### src/rtl/leds_deser_mc.sv
// Multi-channel word-framed serial-to-parallel receiver feeding the LED bank.
// Optional build macro LEDS_LIVE_VIEW_EN shows the live shift register instead of the held word.
module leds_deser_mc #(
   parameter int WORD_WIDTH  = 18,
   parameter int NUM_CH      = 2,
   parameter int HOLD_CYCLES = 10000
) (
   input  logic                                      clk,
   input  logic                                      rstn,
   input  logic [NUM_CH-1:0]                         din,
   input  logic                                      din_ena,
   input  logic                                      frame_start,
   input  logic                                      msb_first,
   input  logic [((NUM_CH > 1) ? $clog2(NUM_CH) : 1)-1:0] sel,
   output logic [WORD_WIDTH-1:0]                     leds,
   output logic                                      word_valid,
   output logic                                      word_lost
);

   localparam int BW = (WORD_WIDTH > 1) ? $clog2(WORD_WIDTH) : 1;
   localparam int TW = (HOLD_CYCLES > 1) ? $clog2(HOLD_CYCLES) : 1;
   localparam logic [BW-1:0] BCNT_LAST = BW'(WORD_WIDTH - 1);
   localparam logic [TW-1:0] HOLD_LAST = TW'(HOLD_CYCLES - 1);

   logic [BW-1:0]                       bcnt_q;
   logic                                mode_q;
   logic [NUM_CH-1:0][WORD_WIDTH-1:0]   sr_q;
   logic [NUM_CH-1:0][WORD_WIDTH-1:0]   sr_next;
   logic [NUM_CH-1:0][WORD_WIDTH-1:0]   word_q;
   logic [WORD_WIDTH-1:0]               shift_base;
   logic [TW-1:0]                       hold_q;
   logic                                pending_q;
   logic                                bit_zero;
   logic                                eff_mode;
   logic                                word_done;
   logic                                refresh;

   // A bit accepted with frame_start, or at bcnt 0, opens a new word and picks its mode.
   assign bit_zero  = frame_start || (bcnt_q == '0);
   assign eff_mode  = bit_zero ? msb_first : mode_q;
   assign word_done = din_ena && !frame_start && (bcnt_q == BCNT_LAST);
   assign refresh   = (hold_q == HOLD_LAST);

   always_comb begin
      sr_next    = '0;
      shift_base = '0;
      for (int ch = 0; ch < NUM_CH; ch++) begin
         shift_base = frame_start ? '0 : sr_q[ch];
         if (eff_mode) begin
            sr_next[ch] = {shift_base[WORD_WIDTH-2:0], din[ch]};
         end else begin
            sr_next[ch] = {din[ch], shift_base[WORD_WIDTH-1:1]};
         end
      end
   end

   always_ff @(posedge clk or negedge rstn) begin
      if (!rstn) begin
         sr_q   <= '0;
         bcnt_q <= '0;
         mode_q <= 1'b0;
      end else if (din_ena) begin
         sr_q <= sr_next;
         if (bit_zero) begin
            mode_q <= msb_first;
         end
         if (frame_start) begin
            bcnt_q <= BW'(1);
         end else if (word_done) begin
            bcnt_q <= '0;
         end else begin
            bcnt_q <= bcnt_q + BW'(1);
         end
      end else if (frame_start) begin
         sr_q   <= '0;
         bcnt_q <= '0;
      end
   end

   always_ff @(posedge clk or negedge rstn) begin
      if (!rstn) begin
         word_q     <= '0;
         word_valid <= 1'b0;
      end else begin
         if (word_done) begin
            word_q <= sr_next;
         end
         word_valid <= word_done;
      end
   end

   // A completion on the refresh cycle re-arms pending rather than counting as a loss.
   always_ff @(posedge clk or negedge rstn) begin
      if (!rstn) begin
         hold_q    <= '0;
         pending_q <= 1'b0;
         word_lost <= 1'b0;
      end else begin
         hold_q <= refresh ? '0 : hold_q + TW'(1);
         if (word_done) begin
            pending_q <= 1'b1;
         end else if (refresh) begin
            pending_q <= 1'b0;
         end
         if (word_done && pending_q && !refresh) begin
            word_lost <= 1'b1;
         end
      end
   end

`ifdef LEDS_LIVE_VIEW_EN
   logic [WORD_WIDTH-1:0] sel_live;

   always_comb begin
      sel_live = sr_next[0];
      for (int i = 0; i < NUM_CH; i++) begin
         if (int'(sel) == i) begin
            sel_live = sr_next[i];
         end
      end
   end

   always_ff @(posedge clk or negedge rstn) begin
      if (!rstn) begin
         leds <= '0;
      end else if (din_ena) begin
         leds <= sel_live;
      end
   end
`else
   logic [WORD_WIDTH-1:0] sel_word;

   // Out-of-range selects fall through to channel 0.
   always_comb begin
      sel_word = word_q[0];
      for (int i = 0; i < NUM_CH; i++) begin
         if (int'(sel) == i) begin
            sel_word = word_q[i];
         end
      end
   end

   always_ff @(posedge clk or negedge rstn) begin
      if (!rstn) begin
         leds <= '0;
      end else if (refresh) begin
         leds <= sel_word;
      end
   end
`endif

endmodule

### config.mk
export PLATFORM = sky130hd
export DESIGN_NAME = leds_deser_mc
export DESIGN_NICKNAME = d
export VERILOG_FILES = /design/src/rtl/leds_deser_mc.sv
export SDC_FILE = /design/constraint.sdc
export NUM_CORES = 1
export LEC_CHECK = 0
export BUFFER_PORTS_ARGS = -buffer_cell sky130_fd_sc_hd__buf_2
export CORE_ASPECT_RATIO = 1.75
export CORE_MARGIN = 2
export CORE_UTILIZATION = 60
export CTS_CLUSTER_DIAMETER = 200
export CTS_CLUSTER_SIZE = 40
export DETAILED_ROUTE_END_ITERATION = 8
export GPL_TIMING_DRIVEN = 0
export PLACE_DENSITY_LB_ADDON = 0.25
export SLEW_MARGIN = 40
export SYNTH_ARGS = -nofsm -noshare
export SYNTH_HDL_FRONTEND = slang
export SYNTH_SLANG_ARGS = --single-unit
### constraint.sdc
create_clock -name clk -period 6.2 [get_ports clk]
set_input_delay 0.62 -clock clk [delete_from_list [all_inputs] [get_ports clk]]
set_output_delay 0.62 -clock clk [all_outputs]
set_load 0.01 [all_outputs]
* After elaboration in Yosys (flattened, before gate mapping)
Cells that the tools add are included.
** Cells by class
- Equality and inequality tests :: 2
- Shift-type cells :: 0
- Add/subtract/negate cells :: 2
- Bitwise gates (word level) :: 0
- Reduce and logical (&&, ||, !) cells :: 10
- $lt $le $gt $ge :: 0
- Muxes and demuxes :: 15
- Div/mod/pow operators :: 0
- Multipliers :: 0
** Operator list (number)
- 2-to-1 mux 18 bit :: 5
- 2-to-1 mux 36 bit :: 2
- 2-to-1 mux 5 bit :: 4
- adder 14 x 1 -> 14 bit, second input constant :: 1
- equality test 14 bit, second input constant :: 1
- 2-to-1 mux 14 bit :: 1
- adder 5 x 1 -> 5 bit, second input constant :: 1
- equality test 5 bit, second input constant :: 1
- logical NOT 5 bit :: 1
- logical AND 1 bit :: 4
- nonzero test 2 bit :: 2
- 2-to-1 mux 1 bit :: 3
- logical NOT 1 bit :: 2
- logical OR 1 bit :: 1
** Word-level totals
- Memories :: 0
- Memory bits (read-only) :: 0
- Latch bits :: 0
- Bits in writable memories :: 0
- Register bits after elaboration :: 113

* Depth between registers and ports, before layout
- Depth in word-level cells :: 6
- Depth in mapped cells :: 9

* Worst setup path after synthesis
OpenSTA, ideal clock, no wires.
- Path kind :: reg-to-reg
- From :: register bcnt_q[0]
- To :: register sr_q[10] (netlist name)
- Cell stages (with the launch flop) :: 9
- Setup time :: 88 ps
- Data arrival time :: 1917 ps
- Path buffers :: 2
- Path slack :: 4195 ps
- Cells stage by stage :: dfrtp_1 > inv_1 > ha_1 > or4b_1 > buf_2 > buf_6 > a22o_1 > and3_1 > a211oi_2
** Between the ends
- Longest elaborated chain between the ends :: 5
** RTL lines
- start, declared :: line 25 : logic [BW-1:0] bcnt_q;
- start signal, assigned :: line 72 : bcnt_q <= bcnt_q + BW'(1);
- logical NOT 5 bit :: line 39 : assign bit_zero = frame_start || (bcnt_q == '0);
- logical OR 1 bit :: line 39
- 2-to-1 mux 1 bit
- 2-to-1 mux 18 bit :: line 49 : if (eff_mode) begin
- 2-to-1 mux 36 bit :: line 62 : end else if (din_ena) begin
- end signal, assigned :: line 63 : sr_q <= sr_next;
- end, declared :: line 27 : logic [NUM_CH-1:0][WORD_WIDTH-1:0] sr_q;
No other way between the ends.
A chain may end at the register's enable or synchronous reset.

* Final worst setup path
- From :: register bcnt_q[1]
- To :: register word_q[7] (netlist name)
** Between the ends
- Longest elaborated chain between the ends :: 4
- Elaborated cells between the ends (all ways) :: 6
- Classes of those cells :: eq/ne: 1; mux: 2; reduce/logical: 3
** RTL lines
- logical NOT 5 bit :: line 39
- logical OR 1 bit :: line 39
- 2-to-1 mux 1 bit
- 2-to-1 mux 18 bit :: line 49
- end signal, assigned :: line 86 : word_q <= sr_next;
- end, declared :: line 29 : logic [NUM_CH-1:0][WORD_WIDTH-1:0] word_q;
Parallel ways exist; a longest one is shown, timed or not.

==> summary by stage <==
STA
The total count of hold-check failures in the final report is 0. The final count of pins violating max slew is 0. The count of final setup violators is 0. The final critical-path setup slack is 3.77 ns. The time the worst path needs with I/O delays and setup is 2.43 ns.

The final-layout setup total negative slack is 0 ns. The final critical path takes up 39.3% of the cycle. The tightest hold path in the finished design has a slack of 0.102 ns. For the pin with the worst max-slew slack, the measured transition is 0.767 ns. For the final database, setup skew stands at 0.00824 ns.

The worst pin sits at a relative slew slack of 48.9%. Setup repair after global routing left no endpoint under its margin. The maximum clock rate is 411 MHz.

Route
The count of vias placed by the detailed router is 5320. For this run, the detailed router's first-pass iteration total came to 7. Once detail routing completed, the nets flagged for antenna violations numbered 0. In the routed layout, each cell is associated on average with a via count of 6.34. For this block, the routed nets add up to 16000 um of wire. The remaining design rule violation count is 0. The average routed wire per standard cell is 19.1 um. After the first detailed-routing iteration, the DRC count stood at 347.

Clock tree
For the worst-skew pair, the clock arrives at the later sink with an insertion delay of 0.42 ns. Counting the buffers created by CTS gives 17. In this run the clock root is driven by a sky130_fd_sc_hd__clkbuf_16. The count of instances resized after the clock tree is built is 0. The number of sinks driven by the clock tree is 113. The H-tree was split into 4 levels. The number of post-CTS setup repair buffers is 0.

The maximum clock insertion buffer count is 2. In this run, post-CTS hold repair placed 0 buffers. After clock tree synthesis, the clock-pin slew on the worst setup and hold paths is 0.06 ns.

The TritonCTS clock tree is done.

Worst setup path
In this design, the stage delay of the slowest critical-path cell is 0.48 ns. The worst setup path is captured at a register. Traced cell by cell, the critical path runs through inv_1, ha_1, nor4bb_1, nand3_1, clkbuf_1, clkbuf_1, nand2_1, o21ai_0. Of all nets on the critical path, the largest fanout is 10. At the worst endpoint, the arrival time is 2.71 ns. The beginning of the critical path is bcnt_q[1]$_DFFE_PN0P_. The startpoint of the worst-slack reg-to-reg timing path is bcnt_q[1]$_DFFE_PN0P_. The nature of the critical path startpoint is a register. The slowest cell on the critical path is sky130_fd_sc_hd__nor4bb_1. The worst setup path is of the register to register kind. The data required time at the worst endpoint is 6.48 ns.

The most numerous cell type found on the critical path is sky130_fd_sc_hd__clkbuf_1.

Die
The region available for standard cell placement spans 9850 um2. The die is 80.2 um wide. The floorplan has 48 rows. The overall die area is 11000 um2.

28 I/O pins were placed. The die is 137 um tall. The starting utilization of the core area is 61.9%.

Layout
The synthesis-to-layout area growth is 14.7%. Measured on the finished design, the core utilization comes to 70.9%. The layout cell share with drive strength beyond 1 is 15.1%. The total number of nets in the final design is 713. 0 antenna diodes ended up in the layout.

Global route
The number of antenna violations at the first check in global routing was 0. The first global-routing pass estimated 27000 um of wire. The aggregate global-route resource usage is 32.2%. Summed over all layers, the global routing overflow is 0. The number of global-route vias before repair is 5479. Entering global routing, the biggest net connects 64 pins.

Power and ir drop
The overall power is 0.00196 W. The worst-case IR drop observed on VDD is 0.269 mV. The cell leakage power is 2.99 nW.

In this run the power density over the cells is 280 nW/um2.

Synth
The number of flops mapped to enable cells by yosys is 0. The most instantiated flip-flop cell in the synthesis netlist is sky130_fd_sc_hd__dfrtp_1. In this run, distinct cell masters in the synthesized netlist total 43.

The synthesized netlist occupies a cell area of 6090 um2. For this run, the register share of the synthesized area comes to 46.4%. The post-synthesis sequential element count is 113. The warning count from the yosys run is 0.

By count the netlist is led by sky130_fd_sc_hd__dfrtp_1, sky130_fd_sc_hd__nand2_1, sky130_fd_sc_hd__nand3_1, sky130_fd_sc_hd__nor2_1, sky130_fd_sc_hd__clkbuf_1. The top cell type by total area after synthesis is sky130_fd_sc_hd__dfrtp_1. The number of nets in the synthesized netlist is 668.

Each instance of the synthesized netlist takes up on average 9.29 um2. sky130_fd_sc_hd__dfrtp_1 is the most common cell in the netlist. The cell count after synthesis is 656. For this run, asynchronously set or reset flops after synthesis account for 100%. Sorting the synthesized cells by area gives the leading types as sky130_fd_sc_hd__dfrtp_1, sky130_fd_sc_hd__a211oi_2, sky130_fd_sc_hd__nand3_1. The fraction of synthesized cell area taken by the top area cell type is 46.4%.

Status
The flow ran to the end, and the final reports show no timing, DRC or antenna violations.

Place
The placer's final routability congestion estimate is 0.896. The detailed placement HPWL is 11300 um. Input and output buffers added on the ports amount to 25. The placement-stage worst setup slack is 3.77 ns.

Hold path
The class of the tightest hold or removal check is primary input to async pin.

Job
Max-cap violations in this run came to 0.
report_power, final:
part           internal [W]  switching, W  leakage [nW]
registers          0.000757     0.0000272          1.43
clock network      0.000566      0.000373         0.277
logic             0.0000829      0.000153          1.28
cells by family (layout without fill, tap and decap cells):
group           after synthesis  count (layout)  synth area share [%]
xor+xnor                     10              10                  1.44
fa+ha+maj                     4               4                 0.822
buf+inv                      63             121                  4.79
compound gates              148             148                  19.1
mux                          20              20                  3.31
flops                       113             113                  46.4
simple gates                298             298                  24.2
metal layers:
metal	GRT usage [%]	wire [um]	vias to the layer above
met5	0	0	-
met3	6.29	825	64
met1	35.9	6040	2576
met2	54.2	8240	256
li1	-	-	2424
met4	22.7	920	0
worst max-delay path, delay by kind of cell, from the launching register on:
kind | cells | cell delay [ns]
AO/OA/AOI/OAI | 1 | 0.09
adder cells (fa/ha/maj) | 1 | 0.13
buffers and inverters | 3 | 0.72
flip-flops | 1 | 0.40
AND/OR/NAND/NOR | 3 | 0.96
per-stage QoR:
stage                     instance area (um2)  cells
after detailed placement                 6410    807
after floorplan                          6090    656
final                                    6990    839
after global routing                     6990    839
after CTS                                6980    839
after global placement                   6370    806
placed cells by master (no fill, tap or decap), types with 16 or more instances in the layout:
master,count
sky130_fd_sc_hd__nand2_1,87
sky130_fd_sc_hd__clkbuf_1,42
sky130_fd_sc_hd__o21ai_0,38
sky130_fd_sc_hd__clkbuf_16,17
sky130_fd_sc_hd__a211oi_2,32
sky130_fd_sc_hd__o21ai_1,16
sky130_fd_sc_hd__nand3_1,74
sky130_fd_sc_hd__nand2b_1,32
sky130_fd_sc_hd__mux2i_1,19
sky130_fd_sc_hd__a22o_1,36
sky130_fd_sc_hd__buf_2,26
sky130_fd_sc_hd__and3_1,32
sky130_fd_sc_hd__nor2_1,49
sky130_fd_sc_hd__dfrtp_1,113
path summary, 6_finish.rpt:
| path | to | slack, ns | depth (start not counted) |
|---|---|---|---|
| hold / removal | hold_q[11]$_DFF_PN0_ | 0.10 | 1 |
| min in group clk | sr_q[18]$_DFFE_PN0P_ | 0.45 | 2 |
| max in group asynchronous | sr_q[27]$_DFFE_PN0P_ | 5.45 | 2 |
| hold reg to reg | word_lost$_DFFE_PN0P_ | 0.47 | 1 |
| setup reg to reg | word_q[7]$_DFFE_PN0P_ | 3.77 | 8 |
| setup / recovery | word_q[7]$_DFFE_PN0P_ | 3.77 | 8 |
final cells by class:
type                            count  area, um2
Buffer                             55        262
Clock buffer                       18        439
Clock inverter                     14        130
Fill cell                         750       2860
Inverter                            8       30.0
Multi-Input combinational cell    480       2980
Sequential cell                   113       2830
Tap cell                          125        156
Timing Repair Buffer               26        163
sequential cells by signal (all words and copies together), names as in the netlist:
| register | cells |
|---|---|
| sr_q | 36 |
| word_q | 36 |
| leds | 18 |
| hold_q | 14 |
| bcnt_q | 5 |
| mode_q | 1 |
| pending_q | 1 |
| word_lost | 1 |
| word_valid | 1 |
Note: power is estimated with default switching activity, not from simulation.
